`src/rtl/ahb_lite_master.sv`:
```
// ahb_lite_master: valid/ready command stream to single NONSEQ AHB-lite word transfers.
// Optional ERROR response handling is enabled by defining AHB_MASTER_HRESP_EN.
module ahb_lite_master #(
  parameter int ADDR_W = 8,
  parameter int DATA_W = 32
) (
  input  logic              hclk,
  input  logic              hreset,
  input  logic              cmd_valid,
  output logic              cmd_ready,
  input  logic              cmd_write,
  input  logic [ADDR_W-1:0] cmd_addr,
  input  logic [DATA_W-1:0] cmd_wdata,
  output logic              rsp_valid,
  output logic              rsp_write,
  output logic [DATA_W-1:0] rsp_rdata,
  output logic              rsp_err,
  output logic [1:0]        htrans,
  output logic              hwrite,
  output logic [2:0]        hsize,
  output logic [ADDR_W-1:0] haddr,
  output logic [DATA_W-1:0] hwdata,
  input  logic [DATA_W-1:0] hrdata,
  input  logic              hready
`ifdef AHB_MASTER_HRESP_EN
  ,
  input  logic              hresp
`endif
);

  localparam logic [1:0] TR_IDLE   = 2'b00;
  localparam logic [1:0] TR_NONSEQ = 2'b10;

  // Low two bits are the {address phase, data phase} valid flags.
  typedef enum logic [2:0] {
    ST_IDLE      = 3'b000,
    ST_DATA      = 3'b001,
    ST_ADDR      = 3'b010,
    ST_ADDR_DATA = 3'b011,
    ST_ERR1      = 3'b100
  } state_e;

  state_e            state_q;
  logic [1:0]        htrans_q;
  logic [ADDR_W-1:0] haddr_q;
  logic              hwrite_q;
  logic [DATA_W-1:0] hwdata_q;
  logic [DATA_W-1:0] wbuf_q;
  logic              dwrite_q;
  logic              rsp_valid_q;
  logic              rsp_write_q;
  logic [DATA_W-1:0] rsp_rdata_q;
  logic              aph;
  logic              dph;
  logic              accept;

  assign aph = state_q[1];
  assign dph = state_q[0];

`ifdef AHB_MASTER_HRESP_EN
  logic rsp_err_q;
  logic replay_q;
  assign cmd_ready = hready & ~hreset & (state_q != ST_ERR1);
  assign rsp_err   = rsp_err_q;
`else
  assign cmd_ready = hready & ~hreset;
  assign rsp_err   = 1'b0;
`endif

  assign accept    = cmd_valid & cmd_ready;
  assign htrans    = htrans_q;
  assign haddr     = haddr_q;
  assign hwrite    = hwrite_q;
  assign hwdata    = hwdata_q;
  assign hsize     = 3'b010;
  assign rsp_valid = rsp_valid_q;
  assign rsp_write = rsp_write_q;
  assign rsp_rdata = rsp_rdata_q;

  // Bus FSM: address/data phase pipeline with registered bus and response outputs
  always_ff @(posedge hclk or posedge hreset) begin
    if (hreset) begin
      state_q     <= ST_IDLE;
      htrans_q    <= TR_IDLE;
      haddr_q     <= '0;
      hwrite_q    <= 1'b0;
      hwdata_q    <= '0;
      wbuf_q      <= '0;
      dwrite_q    <= 1'b0;
      rsp_valid_q <= 1'b0;
      rsp_write_q <= 1'b0;
      rsp_rdata_q <= '0;
`ifdef AHB_MASTER_HRESP_EN
      rsp_err_q   <= 1'b0;
      replay_q    <= 1'b0;
`endif
    end else begin
      rsp_valid_q <= 1'b0;
`ifdef AHB_MASTER_HRESP_EN
      if (state_q == ST_ERR1) begin
        if (hready) begin
          rsp_valid_q <= 1'b1;
          rsp_write_q <= dwrite_q;
          rsp_rdata_q <= '0;
          rsp_err_q   <= 1'b1;
          replay_q    <= 1'b0;
          if (replay_q) begin
            htrans_q <= TR_NONSEQ;
            state_q  <= ST_ADDR;
          end else begin
            state_q  <= ST_IDLE;
          end
        end
      end else if (dph && !hready && hresp) begin
        // Cancel any pending address phase; it stays in haddr/hwrite/wbuf for replay.
        htrans_q <= TR_IDLE;
        replay_q <= aph;
        state_q  <= ST_ERR1;
      end else
`endif
      if (hready) begin
`ifdef AHB_MASTER_HRESP_EN
        rsp_err_q <= 1'b0;
`endif
        if (dph) begin
          rsp_valid_q <= 1'b1;
          rsp_write_q <= dwrite_q;
          rsp_rdata_q <= dwrite_q ? '0 : hrdata;
        end
        if (aph) begin
          dwrite_q <= hwrite_q;
          if (hwrite_q) begin
            hwdata_q <= wbuf_q;
          end
        end
        if (accept) begin
          htrans_q <= TR_NONSEQ;
          haddr_q  <= cmd_addr;
          hwrite_q <= cmd_write;
          wbuf_q   <= cmd_wdata;
        end else begin
          htrans_q <= TR_IDLE;
        end
        state_q <= state_e'({1'b0, accept, aph});
      end
    end
  end

endmodule

```
`config.mk`:
```
export PLATFORM = sky130hd
export DESIGN_NAME = ahb_lite_master
export DESIGN_NICKNAME = d
export VERILOG_FILES = /design/src/rtl/ahb_lite_master.sv
export SDC_FILE = /design/constraint.sdc
export NUM_CORES = 1
export LEC_CHECK = 0
export CAP_MARGIN = 15
export CORE_AREA = 8 8 131 133
export CTS_CLUSTER_SIZE = 40
export DETAILED_ROUTE_END_ITERATION = 10
export DIE_AREA = 0 0 139 141
export GPL_ROUTABILITY_DRIVEN = 0
export PLACE_DENSITY = 0.57
export RECOVER_POWER = 100
export SLEW_MARGIN = 25
export SYNTH_ARGS = -nofsm -noshare
export SYNTH_HDL_FRONTEND = slang
export SYNTH_SLANG_ARGS = --single-unit
```
`constraint.sdc`:
```
create_clock -name hclk -period 4.7 [get_ports hclk]
set_clock_uncertainty 0.05 [all_clocks]
set_input_delay 0.94 -clock hclk [delete_from_list [all_inputs] [get_ports hclk]]
set_output_delay 0.94 -clock hclk [all_outputs]
set_load 0.005 [all_outputs]
```
Yosys cells after proc, flatten, opt, wreduce, memory -nomap -nowiden:

Cells that the tools add are included.

* flip-flop bits (word level): 112
* input port bits: 77
* output and inout port bits: 82
* logic and storage cells: 21

* mux-type cells: 4
* bitwise logic cells: 3
* reduce and logical (&&, ||, !) cells: 4

Operators with widths (count)
* $mux W32: 1
* $reduce_and A2 Y1: 3
* $reduce_and A3 Y1: 1
* $and A1 B1 Y1: 2
* $mux W1: 2
* $mux W2: 1
* $not A1 Y1: 1

Logic depth before layout (Yosys ltp):

* word-level depth: 4
* gate-level depth with buffers: 4

Worst setup path before layout:

No wires, ideal clock.

* kind: input to output
* from: input hready
* to: output cmd_ready
* data arrival time: 1.235 ns
* setup slack: 2.475 ns
* stages on the path: 2
* path buffers: 1
* cells stage by stage: buf_4 nor2b_1

* longest elaborated chain between the ends: 1

RTL lines
* from (decl): line 24 `input logic hready`
* $and A1 B1 Y1: line 66 `assign cmd_ready = hready & ~hreset;`
* to (decl): line 10 `output logic cmd_ready,`

No other way between the ends.

Worst setup path after layout:

* from: input hready
* to: register hwdata_q[4], in the netlist hwdata[4]

* longest elaborated chain between the ends: 1

RTL lines
* $reduce_and A3 Y1 (no source line)
* to (signal assigned): line 133 `hwdata_q <= wbuf_q;`
* to (decl): line 47 `logic [DATA_W-1:0] hwdata_q;`

No other way between the ends.
A chain may end at the register's enable or synchronous reset.

==> out/metrics.yaml <==
synth-edff-count: 0
holdPathStages: 1
worstSetupPathType: "primary input to flip-flop"
clock_sink_count: 110
grt_pass1_vias: 3175
cp_cell_sequence: "dlygate4sd3_1 -> nand3_1 -> mux2_1"
met1_usage: 0.1242
synth_xor_area_frac: 0
critPathMaxFanout: 33
tns_ns: 0
yosysSeqAreaShare: 0.6246
ant_nets: 0
peakVddDrop_mv: 0.2988
nets: 508
hold_class: "flip-flop to flip-flop"
syn2layout_area_growth_pct: 44.92
clockBufferDepth: 2
dpl_cell_area_mm2: 0.006042
drt_iter0_drc: 86
rr_startpoint: "htrans[1]"
grt-ovfl-total: 0
rsz0062_at_grt: "false"
holdWs_ns: 0.4329
start_util: 0.2942
drive_above_1_share: 0.2729
cts_inserted_buffers: 9
cpMaxStageDelayCell: "nand3_1"
outcome: "finished, violations left"
failed_checks: "max-capacitance violations, max-slew violations"
ys_types: 16
grt_use_total: 0.1133
final-hold-violation-count: 0
synthTopCellsByCount: "dfrtp_1 (110), mux2_2 (98), nor2b_1 (31)"
ys_seq_elements: 110
pre_cts_slack_ns: 1.350
clk_pin_slew_worst_paths_ns: 0.07
synth_async_sr_flop_share: 1.000
grt-busiest-layer: "met2"
setup_violations: 0
grt_pass1_wl_mm: 17.37
synthSimpleGateAreaFrac: 0.05821
antenna_cells: 0
ff2ff_setup_slack_ns: 2.06
min_to: "hwdata[0]"
slowest_delay_ns: 1.31
fp-row-count: 45
synth_mux_area_frac: 0.2709
die_w_um: 139
dr.pass1.iters: 4
die_h_um: 141
die_area_mm2: 0.01960
wl_per_cell_um: 17.09
yosysMostFrequentCell: "dfrtp_1"
cpLargestDelayFamily: "simple AND/OR/NAND/NOR gates"
fin_crit_ns: 3.601
num_vias: 2717
r2r-end: "hwdata[4]"
synthAdderAreaFrac: 0
cts_setup_buffers: 0
cts_tree: "yes"
endpoint_kind: "flip-flop"
grtUsageMet2: 0.1817
ys.warnings.count: 0
wirelength_mm: 10.66
synth_top_family_by_area: "multiplexers"
avgSynthCellArea_um2: 15.63
post_cts.resized_instances: 0
synth.top_cell.area_share: 0.6246
fin_crit_sh: 0.7662
syn_area_mm2: 0.004407
arrival_ns: 3.78
design_area_mm2: 0.006386
synthCells: 282
vias_per_cell: 4.354
hold_buffers: 0
tightest_slew_ns: 2.665
clock.fmax_mhz: 277.7
root_buffer: "clkbuf_16"
io_buffers: 153
antenna_found_initial: 1
slew_headroom: -0.7867
fp.coreArea_mm2: 0.01498
worstPathRequired_ns: 4.88
p_per_area_mw_per_mm2: 519.1
grt_start_max_net_pins: 60
reg2reg_depth: 2
synth_compound_area_frac: 0.004543
drc: 0
path_buf_inv: 1
grtUsageMet3: 0.06718
dp_hpwl_mm: 7.575
num-fill-cells: 1395
finalWorstSetupSlack_ns: 1.099
drv_slew: 94
ys_top_cells_by_area: "dfrtp_1 (62%), mux2_2 (25%), nor2b_1 (4.4%)"
clkLatencyLatePin_ns: 0.35
floorplan.io_pins: 159
ys.flop_type: "dfrtp_1"
ctsHtreeMaxLevel: 3
holdCritStartpoint: "wbuf_q[0]"
drv_cap: 2
start_kind: "primary input"
leakage_nw: 2.806
synth_top_area_cell: "dfrtp_1"
[stage by stage]
stage                     power [mW]  utilization  std cells
after global routing           3.532       0.4264        624
after detailed placement       2.567       0.4034        608
final                          3.315       0.4264        624
after global placement         2.531       0.4033        608
after floorplan                1.828            -        285
after CTS                      3.509       0.4277        624
[layout make-up]
class	count	area (µm²)	area share
Multi-Input combinational cell	151	1474	0.2308
Sequential cell	110	2754	0.4312
Tap cell	188	235.2	0.03683
Clock buffer	10	229.0	0.03585
Timing Repair Buffer	155	1544	0.2418
Inverter	4	16.27	0.002547
Clock inverter	6	133.9	0.02096
[sequential cells by signal, summed over array words and instances, names as in the netlist, 8 cells and up]
| name | cells |
|---|---|
| haddr | 8 |
| hwdata | 32 |
| rsp_rdata | 32 |
| wbuf_q | 32 |
[logic make-up after synthesis]
family,Yosys count
other,2
and+or+nand+nor,37
muxes,106
DFF,110
AOI/OAI and AO/OA,3
buffers and inverters,24
[worst max path at each step]
stage          startpoint         end  slack (ns)  cells past startpoint
2_1_floorplan      hreset    dwrite_q        0.81                      1
3_3_place_gp       hready   cmd_ready        1.37                      3
3_5_place_dp       hready   cmd_ready        1.35                      3
4_1_cts            hready   cmd_ready        1.35                      3
5_1_grt            hreset  wbuf_q[18]        0.70                      3
6_report           hready   hwdata[4]        1.10                      3
[power breakdown]
group          switching, mW  internal [mW]  total [mW]
logic                  0.297          0.654       0.951
registers              0.174           1.27        1.45
clock network          0.344          0.575       0.919
[routing by layer]
| metal | share of wire | routed length (µm) |
|---|---|---|
| met2 | 0.47 | 5021 |
| met4 | 0.012 | 125 |
| met5 | 0.0011 | 12 |
| met3 | 0.11 | 1140 |
| met1 | 0.41 | 4362 |
[cells in the final DEF (no fill, tap or decap)]
| cell type | instances |
|---|---|
| dfrtp_2 | 1 |
| clkbuf_16 | 9 |
| inv_1 | 3 |
| clkinv_2 | 1 |
| clkdlybuf4s50_1 | 74 |
| nor2b_1 | 31 |
| conb_1 | 5 |
| a21bo_2 | 1 |
| nand2_1 | 2 |
| dlygate4sd3_1 | 79 |
| mux2_1 | 8 |
| bufinv_16 | 4 |
| buf_4 | 1 |
| nand3b_4 | 1 |
| dfrtp_1 | 109 |
| clkbuf_1 | 1 |
| and2b_1 | 2 |
| mux2_2 | 98 |
| nand3_1 | 1 |
| clkbuf_2 | 1 |
| clkinv_4 | 1 |
| clkinvlp_2 | 1 |
| o21ai_0 | 2 |
Note: power is estimated with default switching activity, not from simulation.
==> RTL change 1 (config.mk and constraints unchanged) <==
`DATA_W`: 32 -> 36.
--- a/src/rtl/ahb_lite_master.sv
+++ b/src/rtl/ahb_lite_master.sv
@@ -2,7 +2,7 @@
 // Optional ERROR response handling is enabled by defining AHB_MASTER_HRESP_EN.
 module ahb_lite_master #(
   parameter int ADDR_W = 8,
-  parameter int DATA_W = 32
+  parameter int DATA_W = 36
 ) (
   input  logic              hclk,
   input  logic              hreset,
Interface: changed (resized cmd_wdata, hrdata, hwdata and rsp_rdata); port bits go from 159 to 175. No check against the original RTL was run, so the function may have changed too.
==> RTL change 1 against the original RTL <==
Synthesized area grew 15%; cell area grew 13%; critical endpoint is now hwdata[5]; routed wire length grew 12%; largest cell class unchanged; sequential cell count grew 12; die area is the same; the run still ends with max-capacitance violations, max-slew violations left; total power grew 16%; worst setup slack lost 130 ps; critical path depth is the same.
==> RTL change 1: results (changes against the original RTL) <==
- Outcome: finished, violations left (unchanged)
- Failing checks: max-capacitance violations, max-slew violations (unchanged)
- TritonCTS Buffers: 17 (was 9)
- Fill cell total of the finished layout: 1359 (was 1395)
- Worst r2r dst: hwdata[5] (was hwdata[4])
- Leakage: 3.19 nW (was 2.81 nW)
- Seq pwr share: 41.4% (was 43.6%)
- Top post-synthesis cells by count: 122 x dfrtp_1, 58 x mux2_4, 31 x mux2_2, 30 x nor2b_1, 29 x mux2_1 (was 110 x dfrtp_1, 98 x mux2_2, 31 x nor2b_1, 8 x mux2_1)
- Slew @ Worst Pin: 1960 ps (was 2670 ps)
- Clock buffer depth: 2 (unchanged)
- Mux cell area share after synthesis: 30.5% (was 27.1%)
- Total GRT Usage: 12.8% (was 11.3%)
- Initial antenna violation count: 0 (was 1)
- Largest cells by area after synthesis: dfrtp_1 60%, mux2_4 17%, mux2_2 6.9% (was dfrtp_1 62%, mux2_2 25%, nor2b_1 4.4%)
- Max incr delay on CP: 1410 ps (was 1310 ps)
- Slew Viols, Final: 121 (was 94)
- Post-CTS resize count: 0 (unchanged)
- Most common flop cell mapped by yosys: dfrtp_1 (unchanged)
- Nets: 570 (was 508)
- Largest fanout on the critical path: 37 (was 33)
- Switching part of the total power: 25.8% (was 24.6%)
- Combinational fraction of design power: 27.3% (was 28.7%)
- Clock Latency Late Sink: 410 ps (was 350 ps)
- HP Start: rsp_rdata[13] (was wbuf_q[0])
- Sink of the worst hold path: rsp_rdata[13] (was hwdata[0])
- Slowest stage cell, crit path: nand3_1 (unchanged)
- Seq/Total Area, Yosys: 60.1% (was 62.5%)
- # port buffers: 169 (was 153)
- Clk Tree Root Cell: clkbuf_16 (unchanged)
- CP endpoint: hwdata[5] (was hwdata[4])
- Synth unique cells: 18 (was 16)
- FF-to-FF Start: htrans[1] (unchanged)
- Critical path arrival: 3950 ps (was 3780 ps)
- Largest net degree at the start of global routing: 81 (was 60)
- CTS H-tree lvls: 4 (was 3)
- Post-Synth Adder-Cell Area: 0% (unchanged)
- Crit path launch: hready (unchanged)
- Synth Area in Compound Gates: 0.394% (was 0.454%)
- Max cap viols: 3 (was 2)
- Peak VDD IR: 0.256 mV (was 0.299 mV)
- Top cell type's share of synthesized area: 60.1% (was 62.5%)
- R2R setup slack: 1880 ps (was 2060 ps)
- Vias per cell: 4.44 (was 4.35)
- Vias in the first global route: 3510 (was 3175)
- Power per cell area: 533 nW/µm² (was 519 nW/µm²)
- DPL Wire Length: 8260 µm (was 7580 µm)
- Layout cell share with drive strength beyond 1: 13.5% (was 27.3%)
- Iteration-0 DRC count of the detailed router: 83 (was 86)
- WL/cell: 17.3 µm (was 17.1 µm)
- Clock Pin Slew Worst Setup and Hold Paths: 50 ps (was 70 ps)
- First-pass GRT wire length: 19600 µm (was 17400 µm)
- Post-CTS Repair Setup Buffers: 0 (unchanged)
- DRT Pass-1 Iters: 4 (unchanged)
RTL change 1: routing by layer:
layer / routed length, µm / up-vias / track usage, %
met4: 199 / 0 / 5.20
met3: 1280 / 16 / 7.16
met5: 0 / - / 0
li1: - / 1410 / -
met2: 4900 / 132 / 17.6
met1: 5520 / 1491 / 16.1
RTL change 1: area by class of cell:
cell class,instances,area [µm²],share of cell area (%)
sequential,122,3050,42.4
multi-input combinational,167,1630,22.6
timing repair buffer,173,1710,23.8
clock inverter,12,100,1.39
clock buffer,20,457,6.34
tap,188,235,3.26
inverter,4,16.3,0.226
RTL change 1: per-stage QoR:
stage	instance area [µm²]	setup slack, ps	hold slack [ps]	util, %	std cells
2_1_floorplan	5090	467	402	-	315
3_3_place_gp	6900	1360	412	46.1	654
3_5_place_dp	6910	1350	422	46.1	654
4_1_cts	7460	1320	440	49.8	686
5_1_grt	7210	676	442	48.1	686
6_report	7210	972	429	48.1	686
==> RTL change 2 (same settings) <==
Made on the original files. Make the reset (`hreset`) synchronous in one clocked block.
--- a/src/rtl/ahb_lite_master.sv
+++ b/src/rtl/ahb_lite_master.sv
@@ -78,7 +78,7 @@
   assign rsp_rdata = rsp_rdata_q;
 
   // Bus FSM: address/data phase pipeline with registered bus and response outputs
-  always_ff @(posedge hclk or posedge hreset) begin
+  always_ff @(posedge hclk) begin
     if (hreset) begin
       state_q     <= ST_IDLE;
       htrans_q    <= TR_IDLE;
Formal check against the unedited RTL: differs if hreset is asserted again (counterexample within 4 cycles, from zero or initial values and one cycle with hreset high); with hreset held inactive, the same outputs for 4 cycles.
==> RTL change 2 against the original RTL <==
The run still ends with max-capacitance violations, max-slew violations left; maximum frequency up 18%; critical path depth did not move; die area unchanged; routed wire length up 23%; cell area up 4.9%; first-iteration DRC count increased by 100%; worst setup slack gained 560 ps; synthesized cell count rose by 78%; synthesized area increased by 12%; via count is 44% higher; sequential cell count unchanged; critical endpoint is now hwdata[0].
Power is not compared: it rests on default switching activity, and its combinational part moved more than twofold at a synthesized area within 25%.
==> RTL change 2: results (changes against the original RTL) <==
- DR top layer: met4 (was met5)
- DPL Wire Length: 8540 µm (was 7580 µm)
- Hold Path Depth: 2 (was 1)
- # port buffers: 153 (unchanged)
- Leakage: 2.53 nW
- Seq/Total Area, Yosys: 44.6% (was 62.5%)
- Mux cell area share after synthesis: 6.90% (was 27.1%)
- TritonCTS Buffers: 9 (unchanged)
- R2R setup slack: 2190 ps (was 2060 ps)
- Slew Viols, Final: 169 (was 94)
- Worst r2r dst: hwdata[0] (was hwdata[4])
- M2 GR Usage: 19.4% (was 18.2%)
- Iteration-0 DRC count of the detailed router: 176 (was 86)
- Post-CTS Repair Setup Buffers: 0 (unchanged)
- Post-route met1 wirelength: 6110 µm (was 4360 µm)
- Number of cells after detailed placement: 788 (was 608)
- Largest cells by area after synthesis: dfxtp_1 45%, a21bo_2 12%, nand2b_1 8.1% (was dfrtp_1 62%, mux2_2 25%, nor2b_1 4.4%)
- Clock Pin Slew Worst Setup and Hold Paths: 80 ps
- DR WL met2: 5420 µm (was 5020 µm)
- Max cap viols: 3 (was 2)
- Sink of the worst hold path: hwdata[8] (was hwdata[0])
- Pre-CTS WS: 1780 ps (was 1350 ps)
- Fin Hold WS: 418 ps (was 433 ps)
- Layout cell share with drive strength beyond 1: 13.1% (was 27.3%)
- Non-Filler Instances: 804 (was 624)
- Largest fanout on the critical path: 33 (unchanged)
- Outcome: finished, violations left (unchanged)
- Metal3 WL: 1450 µm (was 1140 µm)
- Clock Latency Late Sink: 350 ps (about the same)
- FF-to-FF Start: htrans[1] (unchanged)
- Largest net degree at the start of global routing: 109 (was 60)
- GRT met3 Usage: 7.09% (was 6.72%)
- Fill cell total of the finished layout: 1454 (was 1395)
- Worst reg2reg path depth: 2 (unchanged)
- Vias in the first global route: 4037 (was 3175)
- Synth Area in Compound Gates: 22.9% (was 0.454%)
- Initial antenna violation count: 0 (was 1)
- Rel. slew slack: -42.5% (was -78.7%)
- Nets: 688 (was 508)
- # diodes: 0 (unchanged)
- Post-Syn Instances: 503 (was 282)
- Top cell type's share of synthesized area: 44.6% (was 62.5%)
- Top post-synthesis cells by count: 110 x dfxtp_1, 74 x a21oi_1, 64 x nand2b_1, 59 x a21bo_2, 42 x nand3_1 (was 110 x dfrtp_1, 98 x mux2_2, 31 x nor2b_1, 8 x mux2_1)
- Synth async-reset ratio: 0% (was 100%)
- Total GRT Usage: 13.4% (was 11.3%)
- Failing checks: max-capacitance violations, max-slew violations (unchanged)
- First-pass GRT wire length: 21500 µm (was 17400 µm)
- Synth unique cells: 20 (was 16)
- HP Start: wbuf_q[8] (was wbuf_q[0])
- Final hold vios: 0 (unchanged)
- DP Area: 6400 µm² (was 6040 µm²)
- Vias per cell: 4.87 (was 4.35)
- Clock period minus worst slack: 3040 ps (was 3600 ps)
- WL/cell: 16.4 µm (was 17.1 µm)
- Clock buffer depth: 2 (unchanged)
- Met1 GRT Util: 16.6% (was 12.4%)
- Clk Tree Root Cell: clkbuf_16 (unchanged)
- DRT Pass-1 Iters: 4 (unchanged)
- CTS H-tree lvls: 3 (unchanged)
RTL change 2: changes by cell type after synthesis, sizes merged, moves of 16 or more:
cell	delta
mux2i	+34
nor2b	-30
mux2	-106
nand4b	+32
buf	+16
nand3	+41
clkbuf	+27
a21oi	+74
a21bo	+73
nand2b	+64
dfxtp	+110
dfrtp	-110
RTL change 2: cell families (layout without fill, tap and decap cells):
kind of cell / count (synthesis) / count (layout)
buffers and inverters: 63 / 173
DFF: 110 / 110
and+or+nand+nor: 144 / 144
AOI/OAI and AO/OA: 150 / 150
other: 2 / 5
muxes: 34 / 34
RTL change 2: how the worst max path moves through the flow:
| stage | endpoint | startpoint | slack (ps) |
|---|---|---|---|
| 2_1_floorplan | cmd_ready | hready | 2210 |
| 3_3_place_gp | cmd_ready | hreset | 1800 |
| 3_5_place_dp | cmd_ready | hreset | 1780 |
| 4_1_cts | cmd_ready | hreset | 1790 |
| 5_1_grt | hwdata[0] | hready | 1450 |
| 6_report | hwdata[0] | hready | 1660 |
RTL change 2: area by class of cell:
| cell class | count | area (µm²) | area share [%] |
|---|---|---|---|
| Sequential cell | 110 | 2210 | 32.9 |
| Clock buffer | 9 | 225 | 3.36 |
| Timing Repair Buffer | 157 | 1550 | 23.1 |
| Tap cell | 188 | 235 | 3.51 |
| Clock inverter | 7 | 80.1 | 1.20 |
| Multi-Input combinational cell | 333 | 2410 | 35.9 |
RTL change 2: power by group:
part           switching [mW]  internal (mW)  leakage [nW]
Sequential             0.0151          0.952         0.892
Combinational          0.0810          0.109          1.49
Clock                   0.369          0.422         0.148
RTL change 2: critical path: stages:
cell	delay [ps]
clkbuf_1	280
and3_1	1660
mux2i_1	230
